File: src/rtl/regfile_ctrl_pkg.sv
// rtl/regfile_ctrl_pkg.sv - shared constants and types for the register file write arbiter
package regfile_ctrl_pkg;

    localparam int DATA_SIZE_D = 8;
    localparam int NUM_REG_D   = 4;
    localparam int NUM_REQ_D   = 3;

    typedef logic [NUM_REG_D-1:0]         reg_addr_t;
    typedef logic [$clog2(NUM_REQ_D)-1:0] req_id_t;

    // Index width for n requesters, never below one bit
    function automatic int id_width(input int n);
        return (n > 1) ? $clog2(n) : 1;
    endfunction

endpackage

File: src/rtl/rr_arbiter.sv
// rtl/rr_arbiter.sv - round-robin arbiter with internal rotating priority pointer
module rr_arbiter
    import regfile_ctrl_pkg::*;
#(
    parameter  int N  = NUM_REQ_D,
    localparam int IW = id_width(N)
) (
    input  logic          clk,
    input  logic          rst_n,
    input  logic [N-1:0]  req,
    input  logic          en,
    output logic [N-1:0]  gnt,
    output logic [IW-1:0] gnt_id
);

    logic [IW-1:0] rr_ptr;
    logic          found;
    int            idx;

    // Search from rr_ptr upward with wrap; first valid requester wins
    always_comb begin
        found  = 1'b0;
        gnt_id = '0;
        idx    = 0;
        for (int off = 0; off < N; off++) begin
            idx = int'(rr_ptr) + off;
            if (idx >= N) begin
                idx = idx - N;
            end
            if (!found && req[idx]) begin
                found  = 1'b1;
                gnt_id = IW'(idx);
            end
        end
        gnt = (en && found) ? (N'(1) << gnt_id) : '0;
    end

    always_ff @(posedge clk or negedge rst_n) begin
        if (!rst_n) begin
            rr_ptr <= '0;
        end else if (|gnt) begin
            rr_ptr <= (gnt_id == IW'(N - 1)) ? '0 : gnt_id + 1'b1;
        end
    end

endmodule

File: src/rtl/regfile_write_arbiter.sv
// rtl/regfile_write_arbiter.sv - shared register file write port arbiter with hazard detect; REGFILE_BYPASS_EN adds forwarding
module regfile_write_arbiter
    import regfile_ctrl_pkg::*;
#(
    parameter  int DATA_SIZE = DATA_SIZE_D,
    parameter  int NUM_REG   = NUM_REG_D,
    parameter  int NUM_REQ   = NUM_REQ_D,
    localparam int IW        = id_width(NUM_REQ)
) (
    input  logic                         CLK,
    input  logic                         RST_N,
    input  logic                         hold,
    input  logic [NUM_REQ-1:0]           req_valid,
    input  logic [NUM_REQ*NUM_REG-1:0]   req_addr,
    input  logic [NUM_REQ*DATA_SIZE-1:0] req_data,
    output logic [NUM_REQ-1:0]           req_ready,
    output logic [NUM_REG-1:0]           WriteReg,
    output logic                         RegWriteCtrl,
    output logic [DATA_SIZE-1:0]         WriteData,
    output logic [IW-1:0]                grant_id,
    input  logic [NUM_REG-1:0]           srcA,
    input  logic [NUM_REG-1:0]           srcB,
    input  logic [DATA_SIZE-1:0]         rf_ReadA,
    input  logic [DATA_SIZE-1:0]         rf_ReadB,
    output logic [DATA_SIZE-1:0]         ReadA,
    output logic [DATA_SIZE-1:0]         ReadB,
    output logic                         hazard_a,
    output logic                         hazard_b
);

    logic [IW-1:0] win_id;
    logic          granted;
    logic          match_a;
    logic          match_b;

    rr_arbiter #(.N(NUM_REQ)) u_arb (
        .clk    (CLK),
        .rst_n  (RST_N),
        .req    (req_valid),
        .en     (!hold),
        .gnt    (req_ready),
        .gnt_id (win_id)
    );

    assign granted = |req_ready;

    // One-deep write stage; on idle cycles only the enable drops, the rest holds
    always_ff @(posedge CLK or negedge RST_N) begin
        if (!RST_N) begin
            RegWriteCtrl <= 1'b0;
            WriteReg     <= '0;
            WriteData    <= '0;
            grant_id     <= '0;
        end else begin
            RegWriteCtrl <= granted;
            if (granted) begin
                WriteReg  <= req_addr[int'(win_id)*NUM_REG +: NUM_REG];
                WriteData <= req_data[int'(win_id)*DATA_SIZE +: DATA_SIZE];
                grant_id  <= win_id;
            end
        end
    end

    assign match_a = RegWriteCtrl && (srcA == WriteReg);
    assign match_b = RegWriteCtrl && (srcB == WriteReg);

`ifdef REGFILE_BYPASS_EN
    assign ReadA    = match_a ? WriteData : rf_ReadA;
    assign ReadB    = match_b ? WriteData : rf_ReadB;
    assign hazard_a = 1'b0;
    assign hazard_b = 1'b0;
`else
    assign ReadA    = rf_ReadA;
    assign ReadB    = rf_ReadB;
    assign hazard_a = match_a;
    assign hazard_b = match_b;
`endif

endmodule

File: config.mk
export PLATFORM = sky130hd
export DESIGN_NAME = regfile_write_arbiter
export DESIGN_NICKNAME = d
export VERILOG_FILES = /design/src/rtl/regfile_ctrl_pkg.sv /design/src/rtl/rr_arbiter.sv /design/src/rtl/regfile_write_arbiter.sv
export SDC_FILE = /design/constraint.sdc
export NUM_CORES = 1
export LEC_CHECK = 0
export CORE_UTILIZATION = 30
export CTS_BUF_LIST = sky130_fd_sc_hd__clkbuf_4 sky130_fd_sc_hd__clkbuf_8
export DETAILED_ROUTE_END_ITERATION = 12
export PLACE_DENSITY = 0.7
export SYNTH_ARGS = -nofsm -noshare
export SYNTH_HDL_FRONTEND = slang
export SYNTH_SLANG_ARGS = --single-unit
File: constraint.sdc
create_clock -name CLK -period 3.6 [get_ports CLK]
set_input_delay 0.72 -clock CLK [delete_from_list [all_inputs] [get_ports CLK]]
set_output_delay 0.72 -clock CLK [all_outputs]
set_load 0.02 [all_outputs]
* After elaboration in Yosys (flattened, before gate mapping) *
Cells that the tools add are included.

word-level totals
  bits in registers = 17
  latch bits = 0
  memory bits (writable) = 0
  memory bits (read-only) = 0
  input port bits = 66
  output and inout bits = 36
  word-level logic and storage cells = 52
  memories = 0

operators by class
  $add $sub $neg = 6
  $mul = 0
  div/mod/pow operators = 0
  order comparisons = 6
  equal/unequal tests = 3
  shift operators = 3
  muxes and demuxes = 20
  bitwise operators = 0
  reduce and logical (&&, ||, !) cells = 9

operators with widths
  cell                   count
  $lt 32x4->1 const B    3
  $mux 32                3
  $ge 32x3->1 const B    2
  $sub 32x3->32 const B  2
  $shiftx 24x6->8        1
  $shiftx 12x5->4        1
  $mux 1                 9
  $eq 4x4->1             2
  $mux 2                 4
  $bmux 1 s2             3
  $logic_and 1x1->1      5
  $add 2x1->3 const B    1
  $add 2x2->3 const B    1
  $logic_not 1->1        3
  $mux 3                 1
  $reduce_or 3->1        1
  $shl 1x2->3 const A    1
  $sub 2x2->3 const B    1
  $add 2x1->2 const B    1
  $eq 2x2->1 const B     1
  $ge 2x2->1 const B     1

* Logic depth before layout (Yosys ltp) *
  depth in word-level cells = 15
  depth in mapped cells = 10
  gate-level depth less buffers = 9

* Modules after synthesis *
A second synthesis with hierarchy kept.

unflattened totals
  cell total of the unflattened synthesis = 163
  area total of the unflattened synthesis = 1485.2 um^2

by module, submodules not included
  module                 times used  cells an instance  area an instance (um^2)  sequential area each (um^2)
  regfile_write_arbiter  1           115                1079.8                   375.4
  rr_arbiter             1           48                 405.4                    50.0

* Worst setup path before layout *
OpenSTA, ideal clock, no wires.

  path kind = register to output
  start = register u_arb.rr_ptr[1]
  end = output req_ready[1]
  arrival time = 2.269 ns
  data required time = 2.880 ns
  setup slack = 0.611 ns
  stages on the path, launching flop included = 10
  path buffers = 1
  path through = dfrtp_1 > inv_1 > ha_1 > mux2i_1 > nor2_1 > or4_4 > o21a_1 > buf_6 > or3_4 > inv_1

on the way
  word-level cells in the longest chain between the ends = 14
  elaborated cells on any way between the ends = 33
  those cells by class = 5 x add/sub; 3 x order compare; 1 x shift; 19 x mux; 5 x reduce/logical

RTL lines
  item                                                                    RTL line                     RTL
  start, declared                                                         rr_arbiter.sv:16             logic [IW-1:0] rr_ptr;
  start signal, assigned                                                  rr_arbiter.sv:42             rr_ptr <= (gnt_id == IW'(N - 1)) ? '0 : gnt_id + 1'b1;
  parallel branches: the longest is 13 deep, another holds $sub 32x3->32  n/a
  $mux 3 *                                                                rr_arbiter.sv:35             gnt = (en && found) ? (N'(1) << gnt_id) : '0;
  end, declared                                                           regfile_write_arbiter.sv:16  output logic [NUM_REQ-1:0] req_ready,

Every way passes the cells marked *. The select of a mux whose other input is x is not followed.

* Worst setup path in the final report *
  start = input req_valid[1]
  end = output req_ready[2]

on the way
  word-level cells in the longest chain between the ends = 12
  elaborated cells on any way between the ends = 22
  those cells by class = 1 x shift; 16 x mux; 5 x reduce/logical

RTL lines
  item                                                     RTL line                     RTL
  start, declared                                          regfile_write_arbiter.sv:13  input logic [NUM_REQ-1:0] req_valid,
  $bmux 1 s2                                               rr_arbiter.sv:30             if (!found && req[idx]) begin
  $mux 1 (implied by the code) (2 in series)               rr_arbiter.sv:30
  $mux 1                                                   rr_arbiter.sv:30
  $logic_not 1->1                                          rr_arbiter.sv:30
  $logic_and 1x1->1                                        rr_arbiter.sv:30
  $mux 1                                                   rr_arbiter.sv:30
  $logic_not 1->1                                          rr_arbiter.sv:30
  $logic_and 1x1->1                                        rr_arbiter.sv:30
  $mux 2 / $mux 1 (equally long branches)                  rr_arbiter.sv:30
  $shl 1x2->3 / $logic_and 1x1->1 (equally long branches)  rr_arbiter.sv:35
  $mux 3 *                                                 rr_arbiter.sv:35

Mark *: on every way between the ends. The rest lies on a longest branch, timed or not. The select of a mux whose other input is x is not followed.

==> key figures <==
Setup path
  – Worst Setup End Kind: primary output
  – Most used cell, CP: buf_4
  – Buffers and inverters on the worst path: 4
  – CP max stage delay: 0.55 ns
  – Crit Path Max Fanout: 4
  – Worst-path cell chain: clkdlybuf4s50_1 -> mux2i_1 -> buf_4 -> o22ai_2 -> nor4b_4 -> o21a_1 -> buf_4 -> and2_1 -> dlygate4sd2_1
  – Crit start category: primary input
  – Slowest cell on the critical path: clkdlybuf4s50_1
  – Worst path required time: 2.88 ns
  – Crit path DAT: 2.72 ns
  – Setup CP Type: primary input to primary output
  – Crit path max-delay family: buffers and inverters

Clock network
  – Hold buffers post-CTS: 0
  – Clock Path Buffers: 2
  – TritonCTS clock tree: built
  – CTS buffer count: 3
  – Clock sinks: 17
  – Insertion delay to the later sink of the worst-skew pair: 0.25 ns
  – Post-CTS Setup Inserts: 0
  – H-tree Lvls: 1
  – CTS root buffer: clkbuf_8
  – Clk slew on worst S/H paths: 0.07 ns

Final layout
  – Layout Nets: 275
  – Non-Filler Instances: 271
  – Ratio of cells with drive above 1 in the final layout: 22.1%
  – Filler cells: 457
  – Area Overhead vs Synth: 47.7%
  – Number of inserted diodes: 0

Floorplan
  – Die area: 5310 sq um
  – I/O pins: 102
  – Die width: 72.9 um
  – FP Rows: 25
  – CORE AREA: 4790 sq um
  – Die Ht: 72.9 um
  – Initial Util: 31.5%

Synthesis
  – Async SR Flop Fraction: 100%
  – YS warnings: 0
  – Number of synthesized flops with an enable pin: 0
  – Yosys top cell area share: 28.2%
  – Synth Register Bits: 17
  – Syn Area/Cell: 10.7 sq um
  – Synth area leaders: dfrtp_1, mux2i_1, a221oi_2, buf_4, nor4_2
  – Netlist cell types: 38
  – Syn Nets: 211
  – Synth Flop Type: dfrtp_1
  – Seq/Total Area, Yosys: 28.2%
  – Cell Area, Synth: 1510 sq um
  – Post-Synthesis Cells: 141
  – Top cell type by total area after synthesis: dfrtp_1

Global route
  – Antenna violations before repair: 0
  – Vias in the first global route: 1167
  – Overflow after GRT: 0
  – First-pass GRT wire length: 5420 um
  – Largest net degree at the start of global routing: 26
  – GRT Total Usage: 13.1%

STA
  – Final hold vios: 0
  – Final Setup Violations: 0
  – Clk_skew: 0.00247 ns
  – Slew @ Worst Pin: 0.782 ns
  – Fin crit period: 3.44 ns
  – FMAX: 291 MHz
  – Slew Limit Fails: 0
  – Setup TNS: 0 ns
  – Period utilization: 95.5%
  – Worst relative slew slack: 47.7%
  – RSZ-0062 raised after global routing: no

Route
  – Final wirelength: 3430 um
  – WL/cell: 12.7 um
  – Drt initial violations: 57
  – DRC: 0
  – Vias per std cell: 4.73
  – Pre-antenna DRT Iters: 4
  – Via count: 1282
  – Antenna-violating nets left: 0

Status
  – Outcome: finished, final reports clean

Min path
  – Hold WC Path Type: flip-flop to flip-flop

Placement
  – Placed cells: 267
  – IO buf count: 69
  – Placed wire-length estimate: 2710 um
  – Global placement routability congestion: 0.794

Power
  – Peak supply drop: 0.000447 V
  – LEAKAGE: 0.910 nW
  – Overall power: 1.96 mW
  – Power Dens Cells: 881 nW/um^2

Job
  – Max-cap violation count: 0
==> where the power goes <==
group,switching (mW),total [mW],internal [mW],leakage [nW]
Sequential,0.0744,0.364,0.290,0.193
Combinational,0.762,1.45,0.685,0.691
Clock,0.0645,0.151,0.0860,0.0262
==> synthesized netlist by cell type (2+ instances only) <==
cell type and count:
mux2i_1 15, nor4_2 9, dfrtp_1 17, nand2_1 5, a221oi_2 9, o21ai_1 2
buf_6 3, and2_1 2, xor2_1 6, xnor2_1 2, o21ai_0 2, ha_1 4
nor4_1 5, inv_1 18, buf_4 17, a221oi_1 3
==> layer usage <==
layer	wire length [um]	global-route usage, %
met1	1500	17.3
met2	1690	21.6
met3	229	4.01
met4	15	2.18
met5	0	0
==> registers in the layout, summed over array words and instances (netlist names) <==
register / cells
WriteData: 8
WriteReg: 4
grant_id: 2
u_arb.rr_ptr: 2
RegWriteCtrl: 1
==> final timing paths <==
check | from | endpoint | slack [ns] | cells past startpoint
max | req_valid[1] | req_ready[2] | 0.16 | 9
min | grant_id[1]$_DFFE_PN0P_ | grant_id[1]$_DFFE_PN0P_ | 0.50 | 1
max reg2reg | u_arb.rr_ptr[0]$_DFFE_PN0P_ | u_arb.rr_ptr[1]$_DFFE_PN0P_ | 0.75 | 11
min reg2reg | grant_id[1]$_DFFE_PN0P_ | grant_id[1]$_DFFE_PN0P_ | 0.50 | 1
max in group asynchronous | RST_N | u_arb.rr_ptr[0]$_DFFE_PN0P_ | 2.19 | 1
min in group asynchronous | RST_N | WriteData[1]$_DFFE_PN0P_ | 0.93 | 1
==> placed cells by master, fill, tap and decap left out, types with 2 or more instances in the layout <==
cell / count
a221oi_2: 9
and2_1: 2
clkdlybuf4s50_1: 66
nand2_1: 5
buf_4: 13
inv_1: 18
dlygate4sd2_1: 2
nor4_2: 9
clkbuf_8: 3
ha_1: 4
o21ai_0: 2
a221oi_1: 3
mux2i_1: 15
xor2_1: 6
dfrtp_1: 17
o21ai_1: 2
xnor2_1: 2
nor4_1: 5
==> worst reg2reg max path: cells and delay by family (launching register included) <==
kind | cells | cell delay (ns)
flip-flops | 1 | 0.42
adder cells (fa/ha/maj) | 1 | 0.28
buffers and inverters | 5 | 0.94
multiplexers | 1 | 0.28
AO/OA/AOI/OAI | 4 | 0.86
==> through the flow <==
stage	util [%]	hold WS [ns]	setup WS, ns	cell area (sq um)
floorplan	-	0.424	0.611	1510
global placement	45.7	0.488	-0.145	2190
detailed placement	45.7	0.484	-0.204	2190
CTS	46.6	0.504	0.0626	2230
global route	46.5	0.511	0.0827	2230
finish	46.5	0.505	0.161	2230
==> repair_timing <==
action	CTS	global route
setup endpoints to repair	3	3
gates resized for setup	3	2
pin swaps	0	1
endpoints found under the hold margin	0	0
==> area by class of cell <==
| cell class | count | area (sq um) | area share (%) |
|---|---|---|---|
| Timing Repair Buffer | 82 | 781 | 35.1 |
| Tap cell | 67 | 83.8 | 3.76 |
| Clock buffer | 4 | 48.8 | 2.19 |
| Inverter | 19 | 71.3 | 3.20 |
| Multi-Input combinational cell | 82 | 817 | 36.7 |
| Sequential cell | 17 | 425 | 19.1 |
==> kinds of logic (layout without fill, tap and decap cells) <==
logic type / Yosys count / in the layout / synth area share (%)
AND/OR/NAND/NOR: 29 / 29 / 16.8
multiplexers: 15 / 15 / 9.96
AO/OA/AOI/OAI: 26 / 26 / 19.4
buffers and inverters: 42 / 105 / 17.6
flip-flops: 17 / 17 / 28.2
adder cells (fa/ha/maj): 4 / 4 / 3.32
XOR/XNOR: 8 / 8 / 4.65
Note: power is estimated with default switching activity, not from simulation.
